--- src/rtl/serial_add_seq.sv ---
// Bit-serial add sequencer: one full-adder slice reused across WIDTH bit positions, LSB first.
// Optional macro SERIAL_ADD_SUB_EN adds a 'sub' input for a-b via ~b plus carry-in of 1.
module serial_add_seq #(
    parameter int WIDTH = 24
) (
    input  logic             clk,
    input  logic             rst,
    input  logic             in_valid,
    output logic             in_ready,
    input  logic [WIDTH-1:0] a,
    input  logic [WIDTH-1:0] b,
`ifdef SERIAL_ADD_SUB_EN
    input  logic             sub,
`endif
    output logic             out_valid,
    input  logic             out_ready,
    output logic [WIDTH-1:0] sum,
    output logic             c_out,
    output logic             busy
);

    localparam int CNT_W = $clog2(WIDTH + 1);
    localparam logic [CNT_W-1:0] LAST_BIT = CNT_W'(WIDTH - 1);

    localparam logic [1:0] ST_IDLE = 2'd0;
    localparam logic [1:0] ST_RUN  = 2'd1;
    localparam logic [1:0] ST_DONE = 2'd2;

    logic [1:0]       state;
    logic [WIDTH-1:0] sa;
    logic [WIDTH-1:0] sb;
    logic [WIDTH-1:0] res;
    logic [WIDTH-1:0] res_next;
    logic [CNT_W-1:0] cnt;
    logic             carry;
    logic             c_out_r;

    logic             ha0_s;
    logic             ha0_c;
    logic             ha1_s;
    logic             ha1_c;
    logic             cy;

    logic [WIDTH-1:0] b_load;
    logic             carry_load;

    // Full-adder slice as two chained half adders; the carries can never both be set.
    assign ha0_s = sa[0] ^ sb[0];
    assign ha0_c = sa[0] & sb[0];
    assign ha1_s = ha0_s ^ carry;
    assign ha1_c = ha0_s & carry;
    assign cy    = ha0_c | ha1_c;

`ifdef SERIAL_ADD_SUB_EN
    assign b_load     = sub ? ~b : b;
    assign carry_load = sub;
`else
    assign b_load     = b;
    assign carry_load = 1'b0;
`endif

    // A one-bit result register has no upper bits to shift down.
    generate
        if (WIDTH == 1) begin : g_res_narrow
            assign res_next = ha1_s;
        end else begin : g_res_wide
            assign res_next = {ha1_s, res[WIDTH-1:1]};
        end
    endgenerate

    always_ff @(posedge clk) begin
        if (rst) begin
            state   <= ST_IDLE;
            sa      <= '0;
            sb      <= '0;
            res     <= '0;
            cnt     <= '0;
            carry   <= 1'b0;
            c_out_r <= 1'b0;
        end else begin
            case (state)
                ST_IDLE: begin
                    if (in_valid) begin
                        sa    <= a;
                        sb    <= b_load;
                        carry <= carry_load;
                        cnt   <= '0;
                        state <= ST_RUN;
                    end
                end
                ST_RUN: begin
                    sa    <= sa >> 1;
                    sb    <= sb >> 1;
                    res   <= res_next;
                    carry <= cy;
                    // The counter parks on the last bit position rather than wrapping.
                    if (cnt == LAST_BIT) begin
                        c_out_r <= cy;
                        state   <= ST_DONE;
                    end else begin
                        cnt <= cnt + CNT_W'(1);
                    end
                end
                ST_DONE: begin
                    if (out_ready) begin
                        state <= ST_IDLE;
                    end
                end
                default: state <= ST_IDLE;
            endcase
        end
    end

    assign in_ready  = (state == ST_IDLE);
    assign out_valid = (state == ST_DONE);
    assign busy      = (state != ST_IDLE);
    assign sum       = res;
    assign c_out     = c_out_r;

endmodule

--- config.mk ---
export PLATFORM = sky130hd
export DESIGN_NAME = serial_add_seq
export DESIGN_NICKNAME = d
export VERILOG_FILES = /design/src/rtl/serial_add_seq.sv
export SDC_FILE = /design/constraint.sdc
export NUM_CORES = 1
export LEC_CHECK = 0
export BUFFER_PORTS_ARGS = -buffer_cell sky130_fd_sc_hd__buf_2
export CAP_MARGIN = 20
export CORE_MARGIN = 3
export CORE_UTILIZATION = 53
export CTS_CLUSTER_DIAMETER = 100
export DETAILED_ROUTE_END_ITERATION = 10
export GPL_TIMING_DRIVEN = 1
export PLACE_DENSITY = 0.9
export SLEW_MARGIN = 15
export SYNTH_ARGS = -nofsm -noshare
export SYNTH_HDL_FRONTEND = slang
export SYNTH_SLANG_ARGS = --single-unit
--- constraint.sdc ---
create_clock -name clk -period 1.9 [get_ports clk]
set_input_delay 0.095 -clock clk [delete_from_list [all_inputs] [get_ports clk]]
set_output_delay 0.095 -clock clk [all_outputs]
set_load 0.02 [all_outputs]
==> results.md, run 1 <==
- The total area inside the core boundary comes to 0.00599 mm2.
- Once detail routing completed, the nets flagged for antenna violations numbered 0.
- Setup repair after global routing left no endpoint under its margin.
- The highest achievable clock rate is 616 MHz.
- The overall overflow remaining after global route is 0.
- The worst hold margin is 19.0 ps.
- The per-instance average area after synthesis is 7.93 um2.
- For the finished layout, the period the worst path requires is ~1600 ps.
- The launch point of the worst path is state[0]$_SDFFE_PP0P_.
- Headroom to the max-slew limit came out at 0.663.
- IR analysis of the VDD net gives a maximum drop of 0.508 mV.
- Broken down by cell family, the worst path's largest delay share belongs to buffers and inverters.
- In this run the critical register-to-register path is launched from state[0]$_SDFFE_PP0P_.
- The post-layout utilization of the core is 0.735.
- After floorplanning, the core was divided into 28 placement rows.
- After detailed placement, the design holds a cell count of 547.
- The via density per instance is 5.58.
- Of the total synthesized cell area, the portion taken by XOR and XNOR cells is 0.
- The number of global-route vias before repair came to 3099.
- The number of ports placed on the die boundary is 80.
- The power density normalized to cell area is 838 mW/mm2.
- The count of input and output buffers is 79.
- The count of pins over their slew limit is 0.
- The pre-CTS setup slack is 299 ps.
- Leaving out fill and tap cells, the most frequent cells in the layout are sky130_fd_sc_hd__nand2_1 (97), sky130_fd_sc_hd__dfxtp_1 (81), sky130_fd_sc_hd__buf_2 (79), sky130_fd_sc_hd__a21oi_1 (71), sky130_fd_sc_hd__nor2_1 (54).
- The global-route usage over all layers is 0.241.
- The average detailed-routed wire length per instance is 14.1 um.
- The net count of the finished layout is roughly 580.
- The final standard cell area without fillers is 0.00441 mm2.
- The leading cell type in the layout, fill and taps excluded is sky130_fd_sc_hd__nand2_1.
- 0 antenna diodes ended up in the layout.
- The share of the Yosys chip area taken by registers is 0.488.
- Of the total synthesized cell area, the portion taken by full adders, half adders and majority gates is 0.00979.
- In this run, distinct cell masters in the synthesized netlist total 32.
- The critical-path cell with the highest stage delay is sky130_fd_sc_hd__dfxtp_1.
- The clock passes through at most 2 buffers.
- Once placement finished, the instance area stood at around 0.0038 mm2.
- The pin slew with the least headroom to its limit is 505 ps.
- At the end of routability-driven placement, the weighted congestion stood at a little under 0.8.
- The number of design-rule violations left by the first detailed-router iteration is 298.
- The count of buffering cells on the critical path with inverters included is 2.
- In this run, CTS created clock tree buffers numbering 9.
- The CTS tree is yes.
- For this run, the number of Yosys warnings is 0.
- The flop-to-flop setup slack is 280 ps.
- The count of unresolved DRC violations after routing is 0.
- The biggest cell delay along the critical path is roughly 500 ps.
- The instance count of the mapped netlist is 419.
- In this run the worst path has a maximum fanout of 23.
- The first global-routing pass estimated 14300 um of wire.
- The total design power is 3.69 mW.
- Summed over all cells, the static leakage comes to 1.90 nW.
- The fraction of final layout cells sized beyond drive strength 1 is 0.216.
- The final clock period utilization by the worst path is 0.855.
- The detailed-router iteration count before antenna repair is 5.
- The flop and latch count out of synthesis is 81.
- The critical path is of the flop to flop type.
- Once the clock tree was built, the setup fixing pass inserted 0 buffers.
- Of the post-synthesis cell area, the part taken by muxes is 0.00339.
- The max-cap violation count is 0.
- The required time of the critical path is between 2000 and 2500 ps.
- Of the total synthesized cell area, the portion taken by AND, OR, NAND and NOR gates is 0.201.
- The worst setup path is launched from a flop.
- The net count of the mapped netlist is 473.
- The HPWL reported at the end of detailed placement is 5050 um.
- Summed over all failing endpoints, the final setup total negative slack is 0 ps.
- By instance count, the cell type seen most on the critical path is sky130_fd_sc_hd__buf_4.
- The worst setup path is captured at a flop.
- For this design, the sink count on the clock tree is 81.
- Walking the worst path, the cells encountered are nor2b_4 -> buf_4 -> buf_4 -> nand2_1 -> a21oi_1.
- The compound-cell area share of the yosys netlist came to 0.245.
- The startpoint identified for the worst hold timing path is a[0].
- Excluding fillers, the count of instances in the completed layout stands at 603.
- Entering global routing, the biggest net connects 48 pins.
- The area growth from synthesis to layout is 32.5%.
- The later-pin clock latency in the skew report is roughly 350 ps.
- The flow ran to the end, and the final reports show no timing, DRC or antenna violations.
- The clock tree root driver cell is sky130_fd_sc_hd__clkbuf_8.
- The worst path meets setup with 276 ps of slack.
- The combinational family with the most area after synthesis is compound AO/OA/AOI/OAI gates.
- The worst clock skew is 7.13 ps.
- The detailed router placed 3366 vias in this run.
- The class of the tightest hold or removal check is input pin to flop.
- Setup violations remaining at the end of the flow were counted as 0.
- The floorplan step defined a die boundary enclosing 0.00726 mm2.
- Clock-pin slew was measured on the worst setup and hold paths at roughly 80 ps.
- The sum of routed wire length over all layers is 8480 um.
- Data on the critical path arrives at its endpoint at 1890 ps.
- The number of H-tree branching levels is 3.
- The cell area after synthesis is 0.00332 mm2.
- The number of antenna violations at the first check in global routing was 0.
- The initial core utilization is 0.555.
- The die is 85.2 um wide.
- The floorplan die height is 85.2 um.
- The count of final hold-check violations is 0.
-- where the power goes --
part | internal [mW] | leakage (nW) | switching [mW]
clock network | 0.645 | 0.103 | 0.625
registers | 1.80 | 0.665 | 0.0613
logic | 0.252 | 1.13 | 0.309
-- cells in the mapped netlist, drive strengths merged --
library cell   n  area, um2
nand4          1       6.26
nor2b          2       12.5
nand3          2       10.0
nor4           1       6.26
nor3b          2       15.0
clkbuf        14       52.6
mux2           1       11.3
a31o           3       26.3
o21ba          1       10.0
a21bo          1       10.0
fa             1       20.0
buf           22        118
a311oi         1       8.76
and4b          1       10.0
ha             1       12.5
a22oi          4       30.0
nand2b         3       18.8
a211oi        46        345
inv            2       7.51
dfxtp         81       1620
nor4b          1       8.76
nand4b         1       8.76
nor3           1       5.00
nor2          54        203
a32o           1       10.0
o21bai         1       7.51
a21oi         71        355
o21ai          2       10.0
nand2         97        364
-- sequential cells by signal (all words and copies together), names as in the netlist --
| signal | flops |
|---|---|
| state | 2 |
| sb | 24 |
| sa | 24 |
| c_out | 1 |
| carry | 1 |
| cnt | 5 |
| sum | 24 |
-- cells by family after synthesis --
group / count (synthesis)
multiplexers: 1
adder cells (fa/ha/maj): 2
buffers and inverters: 38
AND/OR/NAND/NOR: 166
AO/OA/AOI/OAI: 131
flip-flops: 81
-- worst register-to-register path, delay by kind of cell, from the launching register on --
kind | cells | cell delay, ps
AND/OR/NAND/NOR | 2 | 360
flip-flops | 1 | 500
buffers and inverters | 2 | 540
AO/OA/AOI/OAI | 1 | 150
-- path summary, 6_finish.rpt --
| kind | cells after the start | to |
|---|---|---|
| max | 5 | sum[21]$_SDFFE_PP0P_ |
| min | 3 | sa[0]$_SDFFE_PP0P_ |
| max reg2reg | 5 | sum[21]$_SDFFE_PP0P_ |
| min reg2reg | 2 | sum[0]$_SDFFE_PP0P_ |
-- cell type report --
| class | instances | area, um2 |
|---|---|---|
| repair buffers | 129 | 933 |
| multi-input cells | 300 | 1550 |
| flip-flops and latches | 81 | 1620 |
| well taps | 75 | 93.8 |
| inverters | 2 | 7.51 |
| fillers | 404 | 1590 |
| clock inverters | 6 | 65.1 |
| clock buffers | 10 | 138 |
-- per-layer routing --
| layer | wire length [um] | global-route usage |
|---|---|---|
| met1 | 3550 | 0.313 |
| met2 | 4150 | 0.393 |
| met3 | 540 | 0.0398 |
| met4 | 238 | 0.111 |
| met5 | 0 | 0 |
-- repair_timing --
| action | CTS | global route |
|---|---|---|
| endpoints found under the setup margin | 0 | 0 |
| hold buffers | 40 | 0 |
| hold endpoints to repair | 40 | 0 |
| resized for setup | 0 | 0 |
(Power assumes the default switching activity.)
==> run 2: changes to the inputs <==
Settings changed: PLACE_DENSITY 0.9 to not set, PLACE_DENSITY_LB_ADDON set to 0.15, SKIP_LAST_GASP set to 1.
==> results.md, run 2 (same netlist as run 1, synthesis figures left out) <==
- The final weighted congestion in routability-driven placement is 0.735.
- The H-tree was split into 3 levels.
- The via density per instance is about 5.4.
- The detailed-router iteration count before antenna repair is 4.
- The clock tree root driver cell is sky130_fd_sc_hd__clkbuf_8.
- In this run the power density over the cells is 919 mW/mm2.
- For this run, design rule violations remaining after detail routing come to 0.
- On the critical path the largest part of the delay comes from flip-flops.
- Entering global routing, the biggest net connects 52 pins.
- The max-cap violation count is 0.
- The layer carrying the most global-route usage is met2.
- The biggest cell delay along the critical path is 490 ps.
- Traced cell by cell, the critical path runs through nor2b_4 -> buf_12 -> a21oi_1 -> a211oi_1.
- The critical-path cell with the highest stage delay is sky130_fd_sc_hd__dfxtp_1.
- After floorplanning, the core was sized to cover 0.00599 mm2.
- For this run the aggregate overflow at the end of global routing stands at 0.
- The CTS tree is yes.
- The leading cell type in the layout, fill and taps excluded is sky130_fd_sc_hd__nand2_1.
- Summed over all cells, the static leakage comes to between 1.5 and 2 nW.
- The global-route usage over all layers is 0.230.
- The diode insertion count for antenna repair is 0.
- For this block, the routed nets add up to 8110 um of wire.
- The final net count is 574.
- For this run, global-route usage on met2 was measured as 0.383.
- The worst setup path is launched from a flop.
- At the pin with the least slew margin, the transition time is between 400 and 500 ps.
- The number of setup violations in the final report is 0.
- During placement, the flow inserted port buffers numbering 79.
- The met1 usage is 0.290.
- The clock transition at the register clock pins on the worst setup and hold paths after CTS is 80 ps.
- Derived from the worst setup path, the maximum achievable clock frequency is 632 MHz.
- The number of non-filler instances in the completed layout is 600.
- For this block, the via count after detailed routing is about 3200.
- The number of global-route vias before repair came to 3078.
- The filler cells instantiated in the layout total 483.
- The total instance count after detailed placement is between 500 and 600.
- STA classifies the critical path endpoint as a flop.
- The number of ports placed on the die boundary is 80.
- From left edge to right edge, the die measures 85.2 um.
- The maximum fanout along the worst path is 47.
- The flow ran to the end, and the final reports show no timing, DRC or antenna violations.
- For this design, the sink count on the clock tree is 81.
- The number of antenna violations at the first check in global routing is 0.
- The total negative slack is 0 ps.
- The worst-case vdd ir drop is 0.590 mV.
- The average detailed-routed wire length per instance is 13.5 um.
- In the layout the commonest cells are sky130_fd_sc_hd__nand2_1 (97), sky130_fd_sc_hd__dfxtp_1 (81), sky130_fd_sc_hd__buf_2 (79), sky130_fd_sc_hd__a21oi_1 (71), sky130_fd_sc_hd__nor2_1 (54).
- The floorplan die height is 85.2 um.
- The critical path arrival is 1830 ps.
- The HPWL reported at the end of detailed placement is 4870 um.
- The count of final hold-check violations is 0.
- The number of design-rule violations left by the first detailed-router iteration is 144.
- The full die area is about 0.0073 mm2.
- The worst hold margin is 13.6 ps.
- The number of antenna-violating nets in the routed design is 0.
- After clock tree synthesis, the repair step resized 0 gates.
- The clock arrives with around 10 ps of skew.
- The number of buffers added for setup after CTS is 0.
- Data on the critical path is required at its endpoint by 2140 ps.
- In the global route stage, met3 resource usage came out at 0.0437.
- Of the available clock period, the critical path in the final layout requires 0.833.
- The count of buffering cells on the critical path with inverters included is 1.
- The minimum clock period is 1580 ps.
- Clock latency on the worst-skew pair, taken at its later pin, is 340 ps.
- For this configuration, the core starts out at a cell density of 0.555.
- Setup repair after global routing left no endpoint under its margin.
- Of the cells placed in the final design, the portion with a size suffix greater than 1 is 0.215.
- The count of standard-cell rows is 28.
- The TritonCTS buffer count is 9.
- The area growth from synthesis to layout is 33.5%.
- The first global-routing pass estimated 13800 um of wire.
- The count of pins over their slew limit is 0.
- In this run the deepest clock path goes through 2 buffers.
- The class of the tightest hold or removal check is input pin to flop.
- The classification of the worst setup path is flop to flop.
- The worst pin sits at a relative slew slack of 0.712.
- The hold buffer count at cts is 38.
run 2: cell types whose count changed in the layout (fill, tap and decap cells not counted):
| cell | before | now |
|---|---|---|
| sky130_fd_sc_hd__clkinv_4 | 1 | 0 |
| sky130_fd_sc_hd__dlygate4sd3_1 | 40 | 38 |
| sky130_fd_sc_hd__bufinv_16 | 1 | 4 |
| sky130_fd_sc_hd__clkinv_2 | 2 | 1 |
| sky130_fd_sc_hd__inv_6 | 1 | 0 |
| sky130_fd_sc_hd__clkinvlp_4 | 1 | 0 |
| sky130_fd_sc_hd__buf_12 | 5 | 4 |
| sky130_fd_sc_hd__clkbuf_8 | 10 | 11 |
run 2: area by class of cell:
type                       instances  area [um2]  area share
multi-input combinational        300        1550       0.348
timing repair buffer             126         893       0.201
clock buffer                      11         151      0.0341
tap                               75        93.8      0.0211
sequential                        81        1620       0.365
inverter                           2        7.51     0.00169
clock inverter                     5         125      0.0282
run 2: final timing paths:
path,depth (start not counted),end,start,slack [ps]
worst max-delay path,4,sa[1]$_SDFFE_PP0P_,state[0]$_SDFFE_PP0P_,320
worst min-delay path,3,sb[9]$_SDFFE_PP0P_,b[9],10
worst max register to register,4,sa[1]$_SDFFE_PP0P_,state[0]$_SDFFE_PP0P_,320
worst min register to register,2,sum[12]$_SDFFE_PP0P_,sum[13]$_SDFFE_PP0P_,460
run 2: routing by layer:
metal  vias up  part of all wire
met5         -                 0
met4         0             0.014
met3        11             0.056
met2        90              0.49
met1      1478              0.44
li1       1637                 -
run 2: tightest hold or removal path, cell delays in order:
cell and delay, ps:
sky130_fd_sc_hd__buf_2 100, sky130_fd_sc_hd__nand2_1 50, sky130_fd_sc_hd__a211oi_1 60
run 2: power by group:
part           internal, mW  switching (mW)
sequential             1.80          0.0583
clock                  1.08           0.602
combinational         0.242           0.300
run 2: metrics by stage:
step / setup WS, ps / power, mW / utilization / cell area (um2)
finish: 318 / 4.08 / 0.741 / 4440
global placement: 450 / 2.36 / 0.631 / 3780
floorplan: 587 / 2.22 / - / 3320
detailed placement: 371 / 2.37 / 0.631 / 3780
global route: 170 / 4.26 / 0.741 / 4440
CTS: 320 / 4.10 / 0.741 / 4440
==> run 3: changes to the inputs <==
Settings changed: ABC_AREA set to 1, CORE_UTILIZATION 53 to 49.
Clock period 1.9 ns to 1.4 ns, I/O delays scaled along.
==> results.md, run 3 <==
- The run finished with clean final reports.
- The post-synthesis async set-or-reset flop share is 0.
- Among all cell types in the netlist, the one instantiated most often is sky130_fd_sc_hd__nand2_1.
- The die is 91.5 um wide.
- For this run, the number of Yosys warnings is 0.
- Of the total synthesized cell area, the portion taken by full adders, half adders and majority gates is 0.00908.
- In the final layout, the share of cells above drive strength 1 is 0.205.
- In the layout the commonest cells are sky130_fd_sc_hd__nand2_1 (158), sky130_fd_sc_hd__nor2_1 (147), sky130_fd_sc_hd__buf_2 (79), sky130_fd_sc_hd__dfxtp_1 (78), sky130_fd_sc_hd__o21ai_0 (50).
- The share of synthesized area in the top cell type comes to 0.453.
- The cell area after synthesis is 0.00358 mm2.
- The net count of the mapped netlist is roughly 600.
- Setup violations remaining at the end of the flow were counted as 0.
- The required time of the critical path is 1640 ps.
- The overall overflow remaining after global route is 0.
- The global-route wire length before repair is 14100 um.
- At the end of the flow the core is filled with cells to 0.621.
- Compared with the post-synthesis result, the final layout area differs by 20.4%.
- Of the total synthesized cell area, the portion taken by XOR and XNOR cells is 0.
- After the last flow step, the layout net total stands at 669.
- The worst clock skew is between 7 and 8 ps.
- Power comes to 5.23 mW.
- The number of filler instances in the final layout is 675.
- The final weighted congestion in routability-driven placement is 0.781.
- In the final routed layout, each cell accounts on average for roughly 11 um.
- Headroom to the max-slew limit came out at 0.781.
- In the finished design, the share of the clock period the worst path needs comes to 0.920.
- The number of H-tree branching levels is 3.
- After synthesis, the cell types taking the most area are sky130_fd_sc_hd__dfxtp_1 (45%), sky130_fd_sc_hd__nand2_1 (17%), sky130_fd_sc_hd__nor2_1 (15%).
- The floorplan step defined a die boundary enclosing around 0.0084 mm2.
- After layout, the minimum clock period comes to 1290 ps.
- The detailed router finished its first iteration with about 140 violations.
- For this design the ratio of total power to cell area is 1210 mW/mm2.
- A synthesized cell averages 6.66 um2.
- The instance count of the mapped netlist is approximately 540.
- The maximum fanout along the worst path is 15.
- After detailed routing, the number of vias per cell comes to about 4.8.
- The clock tree root driver cell is sky130_fd_sc_hd__clkbuf_8.
- The number of global-route vias before repair was 3191.
- The core region is 0.00694 mm2.
- Detailed routing inserted a total of 3453 vias.
- The later pin in the worst-skew pair is clocked with a latency of around 350 ps.
- The simple-gate share of the synthesized area is 0.355.
- The critical path arrival is 1520 ps.
- The internal power of the cells totals roughly 3.6 mW.
- The number of antenna-violating nets in the routed design is 0.
- The worst setup path is launched from a flop.
- After routing, the total negative slack on setup checks comes to 0 ps.
- The share of total power in sequential cells is 0.508.
- During I/O placement, the number of pins put on the boundary was 80.
- The share of synthesized area occupied by flip-flops and latches is 0.453.
- STA classifies the critical path endpoint as a flop.
- The floorplan has 30 rows.
- For this design the total switching power over the nets is 1.60 mW.
- The critical path is of the flop to flop type.
- The flop and latch count out of synthesis is 81.
- In this run, distinct cell masters in the synthesized netlist total 21.
- For this run, the total global-route usage over all layers was measured as 0.203.
- Counting flops with a built-in enable in the synthesized netlist gives 0.
- After synthesis, the share of cell area in mux cells is 0.
- In this run the vertical extent of the chip is a little over 90 um.
- The number of antenna violations at the first check in global routing is 0.
- In this run the tool buffered the top-level ports with 79 buffer cells.
- After clock tree synthesis, the clock-pin slew on the worst setup and hold paths is 80 ps.
- The maximum buffer depth of the clock tree is 2.
- The class of the tightest hold or removal check is input pin to flop.
- The count of pins over their slew limit came to 0.
- The count of final hold-check violations is 0.
- Across the run, the number of max-cap violations was 0.
- The worst path meets setup with 112 ps of slack.
- The maximum number of pins on one net before global-route repair is 39.
- The HPWL reported at the end of detailed placement is 5530 um.
- Counting every sink on the clock net gives 81.
- Leaving out fill and tap cells, the most frequent cell in the layout is sky130_fd_sc_hd__nand2_1.
- Ranked by instance count, the synthesized netlist is headed by sky130_fd_sc_hd__nand2_1 (159), sky130_fd_sc_hd__nor2_1 (147), sky130_fd_sc_hd__dfxtp_1 (81).
- The share of total power dissipated in combinational logic is 0.199.
- For this design the static power due to leakage is 2.17 nW.
- The TritonCTS buffer count is 9.
- The pre-CTS setup slack is around 34 ps.
- The footprint of the multi-input gates is around 0.0017 mm2.
- sky130_fd_sc_hd__dfxtp_1 takes more of the synthesized area than any other cell.
- The initial core utilization is 0.516.
- IR analysis of the VDD net gives a maximum drop of 0.577 mV.
- The clock network fraction of total power is 0.292.
- Registers take 0.00163 mm2.
- The top flip-flop cell by instance count after synthesis is sky130_fd_sc_hd__dfxtp_1.
- The count of unresolved DRC violations after routing is 0.
- The detailed-router iteration count before antenna repair is 4.
- The highest achievable clock rate is 776 MHz.
- TritonCTS built the clock tree.
- The switching part of the total power is 0.306.
- The diode insertion count for antenna repair is 0.
- The routed design has 8170 um of wire.
- Setup repair after global routing left no endpoint under its margin.
- After synthesis, the largest family of logic cells by area is simple AND/OR/NAND/NOR gates.
- The compound-cell area share of the yosys netlist was 0.113.
- The pin slew with the least headroom to its limit is between 300 and 400 ps.
run 3: changes by cell type after synthesis, moves of 11 or more:
| cell | previous run | this run |
|---|---|---|
| sky130_fd_sc_hd__nand3_1 | 2 | 13 |
| sky130_fd_sc_hd__a21oi_1 | 71 | 9 |
| sky130_fd_sc_hd__nor2_1 | 54 | 147 |
| sky130_fd_sc_hd__inv_1 | 2 | 14 |
| sky130_fd_sc_hd__nand2_1 | 97 | 159 |
| sky130_fd_sc_hd__o21ai_1 | 0 | 19 |
| sky130_fd_sc_hd__a211oi_1 | 46 | 0 |
| sky130_fd_sc_hd__o21ai_0 | 2 | 51 |
run 3: timing repair:
action,4_1_cts,5_1_grt
buffers inserted,0,3
endpoints found under the hold margin,1,0
resized for setup,0,11
hold buffers,1,0
endpoints found under the setup margin,0,50
run 3: logic make-up (layout without fill, tap and decap cells):
family | after synthesis | in the layout
AOI/OAI and AO/OA | 80 | 80
adders and majority gates | 2 | 2
DFF | 81 | 81
and+or+nand+nor | 325 | 326
buffers and inverters | 50 | 131
run 3: critical path: stages (launching register included):
cell                      delay (ps)
sky130_fd_sc_hd__dfxtp_1         350
sky130_fd_sc_hd__inv_2           110
sky130_fd_sc_hd__nand2_4          90
sky130_fd_sc_hd__buf_4           140
sky130_fd_sc_hd__buf_4           180
sky130_fd_sc_hd__o21ai_0         250
sky130_fd_sc_hd__nor2_1           60
run 3: final cells by class:
cell class	count	share of cell area
Clock buffer	10	0.0319
Tap cell	96	0.0279
Multi-Input combinational cell	408	0.398
Sequential cell	81	0.377
Clock inverter	6	0.0102
Timing Repair Buffer	98	0.140
Inverter	17	0.0154
run 3: power by group through the flow:
stage,Sequential (mW),Clock [mW],Combinational (mW)
after floorplan,2.75,0,0.669
after global routing,2.69,1.70,1.19
after detailed placement,2.71,0,1.03
after global placement,2.70,0,1.01
after CTS,2.66,1.58,1.03
final,2.66,1.53,1.04
run 3: layer usage:
metal	up-vias	part of all wire	global-route usage
li1	1831	-	-
met1	1543	0.46	0.249
met2	65	0.47	0.339
met3	14	0.048	0.0431
met4	0	0.020	0.0942
met5	-	0	0
run 3: worst paths after layout:
path / cells past startpoint / slack [ps] / end / start
setup reg to reg: 6 / 110 / sum[22]$_SDFFE_PP0P_ / state[1]$_SDFFE_PP0P_
hold / removal: 3 / 20 / sa[23]$_SDFFE_PP0P_ / a[23]
hold reg to reg: 2 / 460 / c_out$_SDFFE_PP0P_ / c_out$_SDFFE_PP0P_
setup / recovery: 6 / 110 / sum[22]$_SDFFE_PP0P_ / state[1]$_SDFFE_PP0P_
run 3: stage by stage:
step / cells / hold slack [ps] / cell area (um2)
after global placement: 695 / 337 / 4070
after detailed placement: 695 / 347 / 4070
final: 716 / 15.7 / 4310
after CTS: 712 / 8.70 / 4260
after floorplan: 538 / 235 / 3580
after global routing: 716 / 32.5 / 4310
